===== config.mk =====
export PLATFORM = sky130hd
export DESIGN_NAME = freq_meter
export DESIGN_NICKNAME = d
export VERILOG_FILES = /design/src/rtl/freq_meter.sv
export SDC_FILE = /design/constraint.sdc
export NUM_CORES = 1
export LEC_CHECK = 0
export BUFFER_PORTS_ARGS = -buffer_cell sky130_fd_sc_hd__buf_4
export CELL_PAD_IN_SITES_DETAIL_PLACEMENT = 1
export CELL_PAD_IN_SITES_GLOBAL_PLACEMENT = 2
export CORE_MARGIN = 2
export CORE_UTILIZATION = 40
export DETAILED_ROUTE_END_ITERATION = 16
export GPL_ROUTABILITY_DRIVEN = 0
export GPL_TIMING_DRIVEN = 1
export PLACE_DENSITY_LB_ADDON = 0.1
export SYNTH_ARGS = -nofsm -noshare
export SYNTH_HDL_FRONTEND = slang
export SYNTH_SLANG_ARGS = --single-unit

===== constraint.sdc =====
create_clock -name clock -period 4.55 [get_ports clock]
set_clock_uncertainty 0.05 [all_clocks]
set_input_delay 0.2275 -clock clock [delete_from_list [all_inputs] [get_ports clock]]
set_output_delay 0.2275 -clock clock [all_outputs]
set_load 0.02 [all_outputs]

===== src/rtl/freq_meter.sv =====
// Gated edge counter: counts synchronized rising edges of sig_in while gate is high and
// latches the count when gate falls. Optional build macro FREQ_AVG4_EN: 4-window running average.
module freq_meter #(
    parameter int CNT_W       = 25,
    parameter int SYNC_STAGES = 2
) (
    input  logic             clock,
    input  logic             rst,
    input  logic             gate,
    input  logic             sig_in,
    output logic [CNT_W-1:0] freq_count,
    output logic             freq_valid,
    output logic             ovf,
    output logic             busy
);

    typedef struct packed {
        logic [CNT_W-1:0] cnt;
        logic             sat;
    } win_t;

    typedef enum logic [1:0] {
        WAIT_LOW = 2'd0,
        ARMED    = 2'd1,
        COUNT    = 2'd2
    } state_t;

    localparam logic [CNT_W-1:0] CNT_MAX = '1;

    logic [SYNC_STAGES-1:0] sync_q;
    logic                   sig_d;
    logic                   sig_edge;
    logic                   gate_d;
    logic                   gate_rise;
    logic                   gate_fall;
    state_t                 state;
    state_t                 state_nxt;
    logic                   win_start;
    logic                   win_done;
    logic [CNT_W-1:0]       cnt;
    logic                   sat_flag;
    win_t                   win_res;

    // sig_in crosses domains here; only the last stage feeds the edge detector
    always_ff @(posedge clock or posedge rst) begin
        if (rst) begin
            sync_q <= '0;
            sig_d  <= 1'b0;
        end else begin
            sync_q <= {sync_q[SYNC_STAGES-2:0], sig_in};
            sig_d  <= sync_q[SYNC_STAGES-1];
        end
    end

    assign sig_edge = sync_q[SYNC_STAGES-1] & ~sig_d;

    always_ff @(posedge clock or posedge rst) begin
        if (rst) gate_d <= 1'b0;
        else     gate_d <= gate;
    end

    assign gate_rise = gate & ~gate_d;
    assign gate_fall = ~gate & gate_d;

    always_ff @(posedge clock or posedge rst) begin
        if (rst) state <= WAIT_LOW;
        else     state <= state_nxt;
    end

    always_comb begin
        state_nxt = state;
        win_start = 1'b0;
        win_done  = 1'b0;
        case (state)
            WAIT_LOW: if (!gate) state_nxt = ARMED;
            ARMED: begin
                if (gate_rise) begin
                    win_start = 1'b1;
                    state_nxt = COUNT;
                end
            end
            COUNT: begin
                if (gate_fall) begin
                    win_done  = 1'b1;
                    state_nxt = ARMED;
                end
            end
            default: state_nxt = WAIT_LOW;
        endcase
    end

    assign busy = (state == COUNT);

    // Saturating edge counter; an edge in the fall cycle is deliberately ignored
    always_ff @(posedge clock or posedge rst) begin
        if (rst) begin
            cnt      <= '0;
            sat_flag <= 1'b0;
        end else if (win_start) begin
            cnt      <= {{(CNT_W-1){1'b0}}, sig_edge};
            sat_flag <= 1'b0;
        end else if (win_done) begin
            sat_flag <= 1'b0;
        end else if (state == COUNT && gate && sig_edge) begin
            if (cnt == CNT_MAX) sat_flag <= 1'b1;
            else                cnt      <= cnt + 1'b1;
        end
    end

    assign win_res = '{cnt: cnt, sat: sat_flag};

`ifdef FREQ_AVG4_EN
    localparam int STAGES = 1;

    logic [STAGES:0]  vld_pipe;
    win_t [3:0]       hist;
    logic [1:0]       nwin;
    logic [CNT_W+1:0] sum;
    logic             hist_sat;

    // nwin saturates at 3: "three windows already stored" gates the output pulse
    always_ff @(posedge clock or posedge rst) begin
        if (rst) begin
            hist <= '0;
            nwin <= 2'd0;
        end else if (win_done) begin
            hist <= {hist[2:0], win_res};
            if (nwin != 2'd3) nwin <= nwin + 2'd1;
        end
    end

    assign sum = {2'b00, hist[0].cnt} + {2'b00, hist[1].cnt}
               + {2'b00, hist[2].cnt} + {2'b00, hist[3].cnt};
    assign hist_sat = hist[0].sat | hist[1].sat | hist[2].sat | hist[3].sat;

    always_ff @(posedge clock or posedge rst) begin
        if (rst) begin
            vld_pipe   <= '0;
            freq_count <= '0;
            ovf        <= 1'b0;
        end else begin
            vld_pipe <= {vld_pipe[STAGES-1:0], win_done && nwin == 2'd3};
            if (vld_pipe[0]) begin
                freq_count <= CNT_W'(sum >> 2);
                ovf        <= hist_sat;
            end
        end
    end

    assign freq_valid = vld_pipe[STAGES];
`else
    localparam int STAGES = 0;

    logic [STAGES:0] vld_pipe;

    always_ff @(posedge clock or posedge rst) begin
        if (rst) begin
            vld_pipe   <= '0;
            freq_count <= '0;
            ovf        <= 1'b0;
        end else begin
            vld_pipe[0] <= win_done;
            if (win_done) begin
                freq_count <= win_res.cnt;
                ovf        <= win_res.sat;
            end
        end
    end

    assign freq_valid = vld_pipe[STAGES];
`endif

endmodule


==> run summary, run 1 <==
* **global-route wire length before repair** 10.85 mm
* **standby leakage power** 1.495 nW
* **post-detailed-route DRC marker count** 0
* **final sum of negative setup slack** 0 ns
* **run status** finished clean
* **pin count of the biggest net entering global routing** 60
* **top cells by area, synth** sky130_fd_sc_hd__dfrtp_1 54%, sky130_fd_sc_hd__mux2_2 11%, sky130_fd_sc_hd__xnor2_1 2.3%
* **Final Max Slew Viols** 0
* **crit path time final** 2.574 ns
* **WL/cell** 17.43 µm
* **count of clock tree sinks** 59
* **Num CTS Buffers** 9
* **Avg Vias per Cell** 5.668
* **horizontal die dimension** 86.52 µm
* **ratio of total power to cell area** 324.8 nW/µm²
* **post-placement cell count** 335
* **Antenna Cells** 0
* **Seq cells post-synth** 59
* **setup slack on the worst flop-to-flop path** 2.10 ns
* **vertical die dimension** 86.52 µm
* **Max Freq** 0.3885 GHz
* **TritonCTS clock tree** built
* **unrepaired setup endpoints after global routing** no
* **Clock Pin Slew Worst Setup and Hold Paths** 0.07 ns
* **Largest stage delay, worst path** 0.88 ns
* **net total in the final layout** 273
* **launch point of the critical path** gate
* **antenna viol nets, final** 0
* **hpwl dp** 4.108 mm
* **insertion delay to the later sink of the worst-skew pair** 0.33 ns
* **placeable core region** 6681 µm²
* **max-cap violation count** 0
* **maximum fanout encountered on the critical timing path** 15
* **worst-case reg-to-reg path depth** 6
* **number of detailed-route iterations in the first pass** 4
* **startpoint type of the worst setup path** primary input
* **total routed wirelength** 6.134 mm
* **slowest library cell on the worst path** sky130_fd_sc_hd__nor3b_2
* **transition time at the pin with the least slew margin** 1.090 ns
* **Max Buffers Root-to-Sink** 2
* **syn avg cell area** 11.89 µm²
* **cts repair resizes** 0
* **area leader, netlist** sky130_fd_sc_hd__dfrtp_1
* **total die area** 7486 µm²
* **area share of the largest cell type after synthesis** 0.5420
* **leftover overflow at the end of global routing** 0
* **num ports** 32
* **worst path required time** 4.71 ns
* **worst-path cell chain** dlygate4sd3_1 > buf_4 > nand2b_1 > nor3b_2 > buf_4 > mux2_2
* **post-route fraction of the period consumed by the critical path** 0.5658
* **CTS Root Buffer Type** sky130_fd_sc_hd__clkbuf_8
* **worst slew margin relative to its limit** 0.2705
* **fraction of layout instances using a drive strength above 1** 0.3529
* **number of placement rows** 30
* **maximum resistive drop on vdd** 142.1 µV
* **all-layer global routing usage** 0.1862
* **termination of the worst setup path** ovf
* **asr flop ratio synth** 1.000
* **Register Area** 1476 µm²
* **total of buffers placed on input and output ports** 31
* **worst r2r dst** cnt[13]
* **critical path class** in2reg
* **share of the yosys chip area belonging to registers** 0.5420
* **area delta synth->final** 19.11%
* **multi-input logic area** 1195 µm²
* **PnR Total Power** 1.054 mW
* **Starting Density** 0.4077
* **cell mode on critical path** sky130_fd_sc_hd__buf_4
* **kind of capture point of the worst setup path** flop
* **non-filler cells in the finished layout** 352
* **detailed-route via count** 1,995
* **Hold WC Path Type** in2async
* **warnings from Yosys** 0
* **Distinct cells, synth** 53
* **post-synth net total** 234
* **cell count after synthesis** 229
* **data arrival time of the critical path** 2.73 ns
* **Initial DRC Count** 57
* **number of hold violations in the final report** 0
* **final setup vio count** 0
* **count of flip-flops with a built-in enable after synthesis** 0
* **predominant post-synthesis flop cell** sky130_fd_sc_hd__dfrtp_1
* **maximum level of the CTS H-tree** 3
* **count of filler cells inserted in the layout** 725
* **vias in the first global route** 2,120
* **initial antenna violation count** 0
* **Mapped Area** 2724 µm²
* **Critical R2R Launch** cnt[0]
## cell type report
| cell class | instances | area share |
|---|---|---|
| Tap cell | 80 | 0.03085 |
| Inverter | 5 | 0.005785 |
| Timing Repair Buffer | 36 | 0.08484 |
| Clock inverter | 2 | 0.003085 |
| Sequential cell | 59 | 0.4551 |
| Clock buffer | 13 | 0.05206 |
| Multi-Input combinational cell | 157 | 0.3683 |
## power breakdown
group | switching (mW) | internal (mW)
combinational | 0.0389 | 0.0270
clock | 0.197 | 0.238
sequential | 0.0153 | 0.538
total | 0.251 | 0.803
## routing by layer
metal / part of all wire / up-vias / wire length, µm / global-route usage
li1: - / 930 / - / -
met1: 0.48 / 1028 / 2958 / 0.2634
met2: 0.48 / 29 / 2946 / 0.2846
met3: 0.026 / 8 / 159 / 0.03810
met4: 0.011 / 0 / 70 / 0.06676
met5: 0 / - / 0 / 0
## logic make-up after synthesis
group	Yosys count	synth area share
xor gates and xnor gates	7	0.02251
DFF	59	0.5420
AOI/OAI and AO/OA	42	0.1084
and+or+nand+nor	80	0.1879
buffers and inverters	13	0.02343
adders and majority gates	1	0.004593
muxes	27	0.1112
## cells in the final DEF, fill, tap and decap left out, types with 3 or more instances in the layout
| cell | Yosys | routed |
|---|---|---|
| sky130_fd_sc_hd__inv_1 | 5 | 4 |
| sky130_fd_sc_hd__o31ai_1 | 6 | 6 |
| sky130_fd_sc_hd__nor2_1 | 10 | 10 |
| sky130_fd_sc_hd__nand4_1 | 5 | 5 |
| sky130_fd_sc_hd__and3_1 | 6 | 6 |
| sky130_fd_sc_hd__clkbuf_8 | 0 | 12 |
| sky130_fd_sc_hd__mux2_2 | 26 | 26 |
| sky130_fd_sc_hd__nor3_1 | 5 | 5 |
| sky130_fd_sc_hd__o21ai_0 | 5 | 5 |
| sky130_fd_sc_hd__nand3b_1 | 4 | 4 |
| sky130_fd_sc_hd__nand3_1 | 11 | 11 |
| sky130_fd_sc_hd__dfrtp_1 | 59 | 59 |
| sky130_fd_sc_hd__buf_4 | 0 | 34 |
| sky130_fd_sc_hd__xnor2_1 | 7 | 7 |
| sky130_fd_sc_hd__or4_2 | 4 | 4 |
| sky130_fd_sc_hd__a21oi_1 | 12 | 12 |
| sky130_fd_sc_hd__or3_1 | 4 | 4 |
| sky130_fd_sc_hd__a31oi_1 | 3 | 3 |
| sky130_fd_sc_hd__nand2_1 | 13 | 13 |
## state kept, by name (all words and copies together) (netlist names)
name,cells
ovf,1
state,2
freq_count,25
cnt,25
sat_flag,1
gate_d,1
sync_q,2
freq_valid,1
sig_d,1
## metrics by stage
step           utilization  instance area (µm²)  hold WS, ns  setup WS (ns)
2_1_floorplan            -                 2724       0.2089          2.432
3_3_place_gp        0.4558                 3045       0.2829          2.169
3_5_place_dp        0.4558                 3045       0.2886          2.129
4_1_cts             0.4856                 3244      0.09109          1.927
5_1_grt             0.4856                 3244       0.1459          1.799
6_report            0.4856                 3244      0.06399          1.976
## worst max-delay path, delay by kind of cell
family        cells  cell delay [ns]
buf+inv           3             1.07
mux               1             0.36
simple gates      2             1.06
## worst min path at each step
stage,endpoint,slack [ns]
final,freq_count[20],0.06
after detailed placement,sync_q[0],0.29
after CTS,freq_count[20],0.09
after floorplan,gate_d,0.21
after global placement,sync_q[1],0.28
after global routing,freq_count[20],0.15
## cells in the mapped netlist, types with 3 or more instances
| library cell | number |
|---|---|
| sky130_fd_sc_hd__a21oi_1 | 12 |
| sky130_fd_sc_hd__xnor2_1 | 7 |
| sky130_fd_sc_hd__or4_2 | 4 |
| sky130_fd_sc_hd__buf_2 | 3 |
| sky130_fd_sc_hd__nor2_1 | 10 |
| sky130_fd_sc_hd__nand3_1 | 11 |
| sky130_fd_sc_hd__or3_1 | 4 |
| sky130_fd_sc_hd__nand2_1 | 13 |
| sky130_fd_sc_hd__a31oi_1 | 3 |
| sky130_fd_sc_hd__and3_1 | 6 |
| sky130_fd_sc_hd__nor3_1 | 5 |
| sky130_fd_sc_hd__nand4_1 | 5 |
| sky130_fd_sc_hd__nand3b_1 | 4 |
| sky130_fd_sc_hd__inv_1 | 5 |
| sky130_fd_sc_hd__dfrtp_1 | 59 |
| sky130_fd_sc_hd__mux2_2 | 26 |
| sky130_fd_sc_hd__o31ai_1 | 6 |
| sky130_fd_sc_hd__o21ai_0 | 5 |
## repair_timing
action / CTS / global route
hold buffers: 2 / 0
endpoints found under the hold margin: 2 / 0
setup buffers: 0 / 0
(Power assumes the default switching activity.)
==> inputs of run 2 (changes only) <==
--- a/config.mk
+++ b/config.mk
@@ -9,7 +9,7 @@
 export CELL_PAD_IN_SITES_DETAIL_PLACEMENT = 1
 export CELL_PAD_IN_SITES_GLOBAL_PLACEMENT = 2
 export CORE_MARGIN = 2
-export CORE_UTILIZATION = 40
+export CORE_UTILIZATION = 35
 export DETAILED_ROUTE_END_ITERATION = 16
 export GPL_ROUTABILITY_DRIVEN = 0
 export GPL_TIMING_DRIVEN = 1
==> constraint.sdc (replaced) <==
create_clock -name clock -period 2.07 [get_ports clock]
set_clock_uncertainty 0.05 [all_clocks]
set_input_delay 0.1035 -clock clock [delete_from_list [all_inputs] [get_ports clock]]
set_output_delay 0.1035 -clock clock [all_outputs]
set_load 0.02 [all_outputs]
==> run 2 against run 1 <==
  * Critical path depth is the same
  * First-iteration DRC count is 5.3% higher
  * Global-route usage down 0.18 points
  * Setup slack got worse by 1.9 ns
  * Clock-buffer cell count unchanged
  * Sequential share of layout area shrank 5.7 points
  * Register-to-register slack got worse by 2.0 ns
  * Hold slack improved by 0.22 ns
  * Clock power is 120% higher
  * Die area grew 14%
  * Cell count is 20% higher
  * Critical path type is now reg2reg
  * Largest cell class unchanged
  * Highest routed layer unchanged
==> run summary, run 2 (synthesis results as in run 1) <==
* **maximum level of the CTS H-tree** 3
* **Largest regs** cnt: 25 flops, freq_count: 25 flops
* **worst path required time** 2.29 ns
* **Final Max Slew Viols** 0
* **ratio of total power to cell area** 640.2 nW/µm²
* **number of detailed-route iterations in the first pass** 4
* **worst slew margin relative to its limit** 0.5471
* **Clock Pin Slew Worst Setup and Hold Paths** 0.07 ns
* **initial antenna violation count** 0
* **standby leakage power** 1.741 nW
* **Antenna Cells** 0
* **detailed-route via count** 2,184
* **fraction of layout instances using a drive strength above 1** 0.4813
* **count of clock tree sinks** 59
* **leftover overflow at the end of global routing** 0
* **CTS Root Buffer Type** sky130_fd_sc_hd__clkbuf_8
* **Max Buffers Root-to-Sink** 2
* **Max Freq** 0.5040 GHz
* **WL/cell** 16.71 µm
* **maximum fanout encountered on the critical timing path** 14
* **PnR Total Power** 2.378 mW
* **total of buffers placed on input and output ports** 31
* **transition time at the pin with the least slew margin** 0.6697 ns
* **Util after Layout** 0.4858
* **most used cells in the layout excluding fill and tap cells** 80 x sky130_fd_sc_hd__buf_4, 56 x sky130_fd_sc_hd__dfrtp_1, 26 x sky130_fd_sc_hd__mux2_2
* **net total in the final layout** 321
* **unrepaired setup endpoints after global routing** no
* **antenna viol nets, final** 0
* **vertical die dimension** 92.22 µm
* **Critical R2R Launch** state[0]
* **post-detailed-route DRC marker count** 0
* **total die area** 8505 µm²
* **horizontal die dimension** 92.22 µm
* **worst-case reg-to-reg path depth** 6
* **data arrival time of the critical path** 2.20 ns
* **number of placement rows** 32
* **Starting Density** 0.3562
* **num ports** 32
* **kind of capture point of the worst setup path** flop
* **count of filler cells inserted in the layout** 861
* **Initial DRC Count** 60
* **total routed wirelength** 7.051 mm
* **number of hold violations in the final report** 0
* **all-layer global routing usage** 0.1843
* **global-route wire length before repair** 12.03 mm
* **pin count of the biggest net entering global routing** 22
* **run status** finished clean
* **maximum resistive drop on vdd** 321.0 µV
* **final sum of negative setup slack** 0 ns
* **startpoint type of the worst setup path** flop
* **Num CTS Buffers** 9
* **Avg Vias per Cell** 5.175
* **TritonCTS clock tree** built
* **insertion delay to the later sink of the worst-skew pair** 0.34 ns
* **max-cap violation count** 0
* **worst r2r dst** cnt[11]
* **placeable core region** 7647 µm²
* **crit path time final** 1.984 ns
* **critical path class** reg2reg
* **setup slack on the worst flop-to-flop path** 0.09 ns
* **most frequent standard cell in the layout excluding fill and tap cells** sky130_fd_sc_hd__buf_4
* **vias in the first global route** 2,293
* **area delta synth->final** 36.38%
* **post-route fraction of the period consumed by the critical path** 0.9585
* **Hold WC Path Type** in2async
* **hpwl dp** 5.012 mm
* **final setup vio count** 0
## run 2: changes by cell type in the layout (fill, tap and decap cells not counted), sizes merged
cell / before / now
dlygate4sd3: 2 / 3
buf: 34 / 81
## run 2: timing repair
item / CTS / global route
pin swaps: 1 / 5
buffers inserted: 1 / 5
setup endpoints to repair: 3 / 12
gates resized for setup: 1 / 11
endpoints found under the hold margin: 19 / 0
hold buffers: 3 / 0
## run 2: worst max path at each step
stage                  start       to  slack (ns)  cells past startpoint
floorplan             cnt[0]  cnt[15]        0.01                      7
global placement      cnt[1]  cnt[13]        0.01                      6
detailed placement    cnt[1]  cnt[13]       -0.02                      6
CTS                 state[0]  cnt[11]        0.01                      6
global route         cnt[10]  cnt[22]       0.003                      6
finish              state[0]  cnt[11]        0.09                      6
## run 2: worst max-delay path: stages, from the launching register on
cell	delay, ns
sky130_fd_sc_hd__dfrtp_1	0.39
sky130_fd_sc_hd__and4bb_2	0.31
sky130_fd_sc_hd__and2_4	0.16
sky130_fd_sc_hd__o21ai_4	0.06
sky130_fd_sc_hd__buf_12	0.14
sky130_fd_sc_hd__or4_2	0.63
sky130_fd_sc_hd__a21oi_1	0.16
## run 2: report_power, final
group	internal, mW	switching [mW]	total (mW)
clock	0.523	0.456	0.978
combinational	0.0869	0.112	0.198
sequential	1.18	0.0197	1.20
## run 2: layer usage
metal / track usage / vias up / part of all wire
met3: 0.03451 / 10 / 0.023
met4: 0.07463 / 0 / 0.019
li1: - / 1028 / -
met1: 0.2554 / 1116 / 0.48
met5: 0 / - / 0
met2: 0.2849 / 30 / 0.48
## run 2: stage by stage
step | hold slack (ns) | setup slack, ns | std cells | instance area [µm²]
after global placement | 0.07656 | 0.01368 | 398 | 3406
after global routing | 0.3166 | 0.002978 | 422 | 3715
after floorplan | 0.08493 | 0.01123 | 229 | 2749
final | 0.2793 | 0.08591 | 422 | 3715
after detailed placement | 0.08979 | -0.01947 | 398 | 3406
after CTS | 0.2730 | 0.01212 | 417 | 3641
## run 2: layout make-up
| class | instances | area, µm² | area share |
|---|---|---|---|
| Sequential cell | 59 | 1480 | 0.3985 |
| Multi-Input combinational cell | 157 | 1259 | 0.3388 |
| Timing Repair Buffer | 84 | 650.6 | 0.1751 |
| Clock buffer | 13 | 168.9 | 0.04547 |
| Tap cell | 102 | 127.6 | 0.03435 |
| Inverter | 5 | 18.77 | 0.005052 |
| Clock inverter | 2 | 10.01 | 0.002695 |
